--- src/rtl/mdu_pkg.sv ---
// Shared definitions for the sequential multiply/divide unit: op codes, FSM states
// and op-decoding helpers.
package mdu_pkg;

  localparam logic [1:0] MDU_MULT  = 2'b00;
  localparam logic [1:0] MDU_MULTU = 2'b01;
  localparam logic [1:0] MDU_DIV   = 2'b10;
  localparam logic [1:0] MDU_DIVU  = 2'b11;

  typedef enum logic [1:0] {
    StIdle,
    StCalc,
    StFixup,
    StDone
  } mdu_state_e;

  function automatic logic is_signed(input logic [1:0] op);
    return ~op[0];
  endfunction

  function automatic logic is_div(input logic [1:0] op);
    return op[1];
  endfunction

endpackage

--- src/rtl/mdu_iter_step.sv ---
// One combinational radix-2 step: shift-add for multiply, restoring shift-subtract
// for divide. acc_hi is the W+1 bit accumulator / partial remainder.
module mdu_iter_step #(
  parameter int unsigned WIDTH = 32
) (
  input  logic             div_i,
  input  logic [WIDTH:0]   acc_hi_i,
  input  logic [WIDTH-1:0] acc_lo_i,
  input  logic [WIDTH-1:0] opnd_i,
  output logic [WIDTH:0]   acc_hi_o,
  output logic [WIDTH-1:0] acc_lo_o
);

  logic [WIDTH:0]   sum;
  logic [WIDTH:0]   shifted;
  logic [WIDTH+1:0] diff;

  always_comb begin
    sum     = acc_hi_i + (acc_lo_i[0] ? {1'b0, opnd_i} : '0);
    shifted = {acc_hi_i[WIDTH-1:0], acc_lo_i[WIDTH-1]};
    // Extra top bit acts as the borrow of the trial subtraction.
    diff    = {1'b0, shifted} - {2'b00, opnd_i};
    if (div_i) begin
      acc_hi_o = diff[WIDTH+1] ? shifted : diff[WIDTH:0];
      acc_lo_o = {acc_lo_i[WIDTH-2:0], ~diff[WIDTH+1]};
    end else begin
      acc_hi_o = {1'b0, sum[WIDTH:1]};
      acc_lo_o = {sum[0], acc_lo_i[WIDTH-1:1]};
    end
  end

endmodule

--- src/rtl/mdu_seq.sv ---
// Sequential multiply/divide unit with start/busy/done handshake; results land in
// HI/LO (MIPS convention) after a fixed WIDTH+2 cycle run.
module mdu_seq
  import mdu_pkg::*;
#(
  parameter int unsigned WIDTH = 32
) (
  input  logic             clk,
  input  logic             rst_n,
  input  logic             start,
  input  logic [1:0]       op,
  input  logic [WIDTH-1:0] x,
  input  logic [WIDTH-1:0] y,
  input  logic             abort,
  output logic             busy,
  output logic             done,
  output logic [WIDTH-1:0] hi,
  output logic [WIDTH-1:0] lo
);

  localparam int unsigned CntW = $clog2(WIDTH);

  mdu_state_e       state_q, state_d;
  logic [CntW-1:0]  cnt_q, cnt_d;
  logic [1:0]       op_q, op_d;
  logic             sx_q, sx_d, sy_q, sy_d;
  logic [WIDTH-1:0] x_q, x_d;
  logic [WIDTH:0]   acc_hi_q, acc_hi_d;
  logic [WIDTH-1:0] acc_lo_q, acc_lo_d;
  logic [WIDTH-1:0] opnd_q, opnd_d;
  logic [WIDTH-1:0] hi_q, hi_d, lo_q, lo_d;

  logic [WIDTH:0]     step_hi;
  logic [WIDTH-1:0]   step_lo;
  logic               sx_in, sy_in;
  logic [WIDTH-1:0]   x_mag, y_mag;
  logic [2*WIDTH-1:0] prod_raw, prod;
  logic [WIDTH-1:0]   quo, rem;
  logic [WIDTH-1:0]   fix_hi, fix_lo;

  mdu_iter_step #(
    .WIDTH(WIDTH)
  ) u_step (
    .div_i   (is_div(op_q)),
    .acc_hi_i(acc_hi_q),
    .acc_lo_i(acc_lo_q),
    .opnd_i  (opnd_q),
    .acc_hi_o(step_hi),
    .acc_lo_o(step_lo)
  );

  always_comb begin
    sx_in = is_signed(op) & x[WIDTH-1];
    sy_in = is_signed(op) & y[WIDTH-1];
    x_mag = sx_in ? -x : x;
    y_mag = sy_in ? -y : y;
  end

  // Sign correction and divide-by-zero override, applied once the iterations finish.
  always_comb begin
    prod_raw = {acc_hi_q[WIDTH-1:0], acc_lo_q};
    prod     = (sx_q ^ sy_q) ? -prod_raw : prod_raw;
    quo      = (sx_q ^ sy_q) ? -acc_lo_q : acc_lo_q;
    rem      = sx_q ? -acc_hi_q[WIDTH-1:0] : acc_hi_q[WIDTH-1:0];
    if (!is_div(op_q)) begin
      fix_hi = prod[2*WIDTH-1:WIDTH];
      fix_lo = prod[WIDTH-1:0];
    end else if (opnd_q == '0) begin
      fix_hi = x_q;
      fix_lo = '1;
    end else begin
      fix_hi = rem;
      fix_lo = quo;
    end
  end

  always_comb begin
    state_d  = state_q;
    cnt_d    = cnt_q;
    op_d     = op_q;
    sx_d     = sx_q;
    sy_d     = sy_q;
    x_d      = x_q;
    acc_hi_d = acc_hi_q;
    acc_lo_d = acc_lo_q;
    opnd_d   = opnd_q;
    hi_d     = hi_q;
    lo_d     = lo_q;
    unique case (state_q)
      StIdle: begin
        if (start && !abort) begin
          op_d     = op;
          sx_d     = sx_in;
          sy_d     = sy_in;
          x_d      = x;
          acc_hi_d = '0;
          acc_lo_d = x_mag;
          opnd_d   = y_mag;
          cnt_d    = CntW'(WIDTH - 1);
          state_d  = StCalc;
        end
      end
      StCalc: begin
        if (abort) begin
          state_d = StIdle;
        end else begin
          acc_hi_d = step_hi;
          acc_lo_d = step_lo;
          if (cnt_q == '0) begin
            state_d = StFixup;
          end else begin
            cnt_d = cnt_q - 1'b1;
          end
        end
      end
      StFixup: begin
        if (abort) begin
          state_d = StIdle;
        end else begin
          hi_d    = fix_hi;
          lo_d    = fix_lo;
          state_d = StDone;
        end
      end
      StDone: begin
        state_d = StIdle;
      end
      default: begin
        state_d = StIdle;
      end
    endcase
  end

  always_ff @(posedge clk or negedge rst_n) begin
    if (!rst_n) begin
      state_q  <= StIdle;
      cnt_q    <= '0;
      op_q     <= '0;
      sx_q     <= 1'b0;
      sy_q     <= 1'b0;
      x_q      <= '0;
      acc_hi_q <= '0;
      acc_lo_q <= '0;
      opnd_q   <= '0;
      hi_q     <= '0;
      lo_q     <= '0;
    end else begin
      state_q  <= state_d;
      cnt_q    <= cnt_d;
      op_q     <= op_d;
      sx_q     <= sx_d;
      sy_q     <= sy_d;
      x_q      <= x_d;
      acc_hi_q <= acc_hi_d;
      acc_lo_q <= acc_lo_d;
      opnd_q   <= opnd_d;
      hi_q     <= hi_d;
      lo_q     <= lo_d;
    end
  end

  assign busy = (state_q != StIdle);
  assign done = (state_q == StDone);
  assign hi   = hi_q;
  assign lo   = lo_q;

endmodule

--- config.mk ---
export PLATFORM = sky130hd
export DESIGN_NAME = mdu_seq
export DESIGN_NICKNAME = d
export VERILOG_FILES = /design/src/rtl/mdu_pkg.sv /design/src/rtl/mdu_iter_step.sv /design/src/rtl/mdu_seq.sv
export SDC_FILE = /design/constraint.sdc
export NUM_CORES = 1
export LEC_CHECK = 0
export ABC_CLOCK_PERIOD_IN_PS = 8000
export BUFFER_PORTS_ARGS = -buffer_cell sky130_fd_sc_hd__buf_2
export CAP_MARGIN = 20
export CORE_MARGIN = 10
export CORE_UTILIZATION = 40
export CTS_CLUSTER_SIZE = 40
export DETAILED_ROUTE_END_ITERATION = 16
export GPL_ROUTABILITY_DRIVEN = 0
export PLACE_DENSITY_LB_ADDON = 0.2
export RECOVER_POWER = 50
export SLEW_MARGIN = 10
export SYNTH_ARGS = -nofsm -noshare
export SYNTH_HDL_FRONTEND = slang
export SYNTH_HIERARCHICAL = 1
export SYNTH_SLANG_ARGS = --single-unit
--- constraint.sdc ---
create_clock -name clk -period 8 [get_ports clk]
set_input_delay 2 -clock clk [delete_from_list [all_inputs] [get_ports clk]]
set_output_delay 2 -clock clk [all_outputs]
set_load 0.01 [all_outputs]
# Word level (Yosys, flattened, before mapping)
# Index checks and enable logic that the tools add are counted.
# totals
ff_bits,204
inputBits,70
output_inout_bits,66
elab_cells,72
# op_classes
reduce_logical,12
muxes,28
bitwise,6
addsub,8
eq_ne,7
# ops
cell,count
$mux 32,12
$mux 33,4
$neg 32->32,4
$pmux 33 s2,1
$mux 64,1
$neg 64->64,1
$pmux 32 s2,1
$sub 33x32->34,1
$add 33x33->33,1
$logic_not 32->1,1
$mux 5,3
$pmux 5 s2,1
$mux 2,4
$pmux 2 s4,1
$ne 2x2->1 const B,3
$reduce_and 2->1,3
$logic_not 5->1,1
$sub 5x1->5 const B,1
$eq 2x2->1 const B,2
$reduce_and 4->1,1
$reduce_bool 2->1,2
$ne 3x3->1 const B,1
$not 1->1,3
$reduce_and 3->1,1
other kinds (6),7

# Logic depth before layout (Yosys ltp)
# logic_depth
ltp_word,5
ltp_mapped,16
depth_no_buf,14

# Hierarchy
# The synthesis kept the hierarchy.
# modules_own_cells
module,seq_area_each_um2,instances,cells_each,area_per_inst_um2
mdu_seq,5079.9,1,1418,11683.7
mdu_iter_step,0.0,1,687,4802.1

# Worst setup path after synthesis
# Ideal clock, no wire load.
# synth_path
kind,input to register
startpoint,input x[12]
endpoint,register acc_lo_q[29]
required_time_ns,7.917
path_buffers,0
setup_slack_ns,3.811
setup_ns,0.083
path_stages,7
t_arrival_ns,4.106
cell_sequence,or4_1 > or2_2 > or4_1 > o41ai_1 > xnor2_1 > nor2_1 > o21ai_0
# synth_via
elab_chain_len,4
# synth_rtl
item,line,text
start: declaration,mdu_seq.sv:12,"input logic [WIDTH-1:0] x,"
$neg 32->32,mdu_seq.sv:55,x_mag = sx_in ? -x : x;
$mux 32,mdu_seq.sv:55,
$mux 32,mdu_seq.sv:91,if (start && !abort) begin
$pmux 32 s2,mdu_seq.sv:89,unique case (state_q)
end signal: assignment,mdu_seq.sv:155,acc_lo_q <= acc_lo_d;
end: declaration,mdu_seq.sv:29,"logic [WIDTH-1:0] acc_lo_q, acc_lo_d;"
# No other way between the ends. The select of a mux whose other input is x is not followed.
# A chain may end at the register's enable or synchronous reset.

==> impl_metrics.env <==
export IMPL_outcome="finished with violations"
export IMPL_violations="max-capacitance violations, max-slew violations"
export IMPL_cp_start_kind="input pin"
export IMPL_track_usage_pct=21.7
export IMPL_synth_largest_area_cell="dfrtp_1"
export IMPL_die_y_microns=223
export IMPL_worst_path_dominant_cell_family="buffers and inverters"
export IMPL_cts_buffers=25
export IMPL_finClkSkew_ns=0.0140
export IMPL_cts_hold_buf=0
export IMPL_fillers=4081
export IMPL_die_w_microns=223
export IMPL_p_seq_share_pct=25.7
export IMPL_worstSetupPathType="input pin to asynchronous set/reset pin"
export IMPL_critPathMaxFanout=150
export IMPL_coreArea_sq_um=40800
export IMPL_max_stage_delay_ns=2.24
export IMPL_nNetsFinal=2297
export IMPL_hold_viol_final=0
export IMPL_crit_buf_inv=2
export IMPL_syn_area_sq_um=16500
export IMPL_endpoint_kind="asynchronous set/reset pin"
export IMPL_areaGrowthSynthToFinish_pct=11.6
export IMPL_instances_no_fill=2706
export IMPL_wire_per_inst_microns=20.7
export IMPL_placed_cells=2660
export IMPL_internal_power_w=0.00446
export IMPL_max_freq_ghz=0.220
export IMPL_ios=136
export IMPL_finalWirelength_mm=56.0
export IMPL_diodes=0
export IMPL_dieArea_sq_um=49700
export IMPL_holdWs_ns=0.484
export IMPL_synth_top_area_share_pct=30.8
export IMPL_power_density_nw_per_um2=491
export IMPL_grt_first_pass_wirelength_mm=87.8
export IMPL_seq_area_frac_synth_pct=30.8
export IMPL_cpMaxStageDelayCell="clkbuf_1"
export IMPL_min_path_type="flop to flop"
export IMPL_ant_nets=0
export IMPL_ys_warn_count=6
export IMPL_synth_edf_count=0
export IMPL_max_slew_margin_pct=-116
export IMPL_drt_pass1_iterations=5
export IMPL_async_flop_share_pct=100
export IMPL_yosys_most_used_dff="dfrtp_1"
export IMPL_grt_overflow_total=0
export IMPL_htreeDepth=1
export IMPL_worstSetupStartpoint="rst_n"
export IMPL_slew_viol_final=111
export IMPL_design_area_sq_um=18400
export IMPL_crit_arrival_ns=5.04
export IMPL_p_sw_share_pct=50.7
export IMPL_clock_path_buffers=3
export IMPL_rows=74
export IMPL_wl_met2_mm=23.8
export IMPL_clock_sinks=203
export IMPL_cts_resized=0
export IMPL_r2r_slack_ns=3.97
export IMPL_syn_num_nets=2246
export IMPL_top_layer="met5"
export IMPL_io_buffers=135
export IMPL_clk_pin_slew_ns=0.06
export IMPL_via_per_inst=5.83
export IMPL_hp_start="x_q[9]"
export IMPL_reg2reg_from="opnd_q[21]"
export IMPL_layout_area_seq_sq_um=5080
export IMPL_antenna_found_initial=2
export IMPL_start_util_pct=40.4
export IMPL_cts_tree="built"
export IMPL_worstMarginPinSlew_ns=3.24
export IMPL_grt_max_degree=151
export IMPL_root_buffer="clkbuf_16"
export IMPL_grt_setup_unrepaired="no"
export IMPL_met3RoutedLength_mm=4.19
export IMPL_synthTopCellsByArea="dfrtp_1 (31%), nand2_1 (6.9%), o21ai_0 (6.7%)"
export IMPL_synth_common_cells="nand2_1 (304), o21ai_0 (222), dfrtp_1 (203)"
export IMPL_setup_tns_ns=0
export IMPL_vias=15765
export IMPL_drt_iter0_drc=1372
export IMPL_power_frac_comb_pct=60.2
export IMPL_clock_latency_ns=0.57
export IMPL_multi_input_comb_area_sq_um=10700
export IMPL_cellLeakagePower_nw=7.99
export IMPL_path_cells="clkbuf_1, buf_12"
export IMPL_syn_inst=2105
export IMPL_p_sw_w=0.00458
export IMPL_post_route_cells_drive_above_1_share_pct=12.3
export IMPL_synth_most_common_cell="nand2_1"
export IMPL_finalCritPeriodShare_pct=56.9
export IMPL_place_area_sq_um=17500
export IMPL_post_cts_setup_buffers=0
export IMPL_clkPwrFrac_pct=14.0
export IMPL_dpl_hpwl_mm=41.4
export IMPL_grt_pass1_vias=14909
export IMPL_drcViolationCount=0
export IMPL_setup_viol=0
export IMPL_period_needed_ns=4.55
export IMPL_syn_avg_cell_area_sq_um=7.83
export IMPL_ys_types=89
export IMPL_wl_met1_mm=26.6
export IMPL_crit_required_ns=8.49
export IMPL_vdd_drop_max_mv=0.202
export IMPL_ys_ff_latch=203
export IMPL_cap_violations=2
==> power by group through the flow <==
stage               Clock, W  Sequential [W]  Combinational, W
global route         0.00133         0.00239           0.00604
floorplan                  0         0.00195           0.00418
CTS                  0.00129         0.00230           0.00538
detailed placement         0         0.00232           0.00535
finish               0.00127         0.00233           0.00544
global placement           0         0.00232           0.00529
==> layout by cell type, fill, tap and decap left out, types with 38 or more instances in the layout <==
cell type,n
nand2_1,303
o21ai_0,221
dfrtp_1,202
nor2_1,184
a21oi_1,176
buf_2,125
xor2_1,99
xnor2_1,87
inv_1,70
ha_1,69
nor3_1,44
and2_1,38
==> kinds of logic (layout without fill, tap and decap cells) <==
logic type,Yosys count,count (layout),share of synthesized area (%)
flops,203,203,30.8
compound gates,644,644,24.1
simple gates,739,739,20.8
mux,61,61,3.95
xor+xnor,188,188,9.99
fa+ha+maj,71,71,5.48
buf+inv,199,268,4.83
==> stage by stage <==
stage	setup WS (ns)	power [W]	util, %
floorplan	3.81	0.00614	-
global placement	3.49	0.00760	42.9
detailed placement	3.39	0.00767	42.9
CTS	3.99	0.00897	45.1
global route	2.85	0.00975	45.1
finish	3.45	0.00903	45.1
==> path summary, 6_finish.rpt <==
kind / cells after the start / end
setup reg to reg: 8 / lo[16]
setup / recovery: 2 / op_q[1]
min in group asynchronous: 1 / lo[25]
hold reg to reg: 2 / x_q[9]
hold / removal: 2 / x_q[9]
max in group clk: 7 / opnd_q[9]
==> sequential cells by signal, summed over array words and instances (netlist names) <==
register,flops
op_q,1
state_q,2
opnd_q,32
cnt_q,5
hi,32
sy_q,1
acc_hi_q,33
x_q,32
lo,32
acc_lo_q,32
sx_q,1
==> worst min-delay path, stage by stage, from the launching register on <==
cell and delay, ns:
dfrtp_1 0.35, nand2_1 0.05, nand2_1 0.05
==> cell type report <==
cell class                      instances  share of cell area (%)
Clock buffer                           28                    3.57
Clock inverter                         17                    1.41
Inverter                               70                    1.43
Multi-Input combinational cell       1703                    58.0
Sequential cell                       203                    27.6
Timing Repair Buffer                  153                    4.39
Tap cell                              532                    3.62
==> routing by layer <==
metal | vias to the layer above | global-route usage (%)
met1 | 7572 | 31.4
met5 | - | 0
met2 | 532 | 32.2
met4 | 2 | 6.15
met3 | 81 | 3.70
li1 | 7578 | -
(Power assumes the default switching activity.)
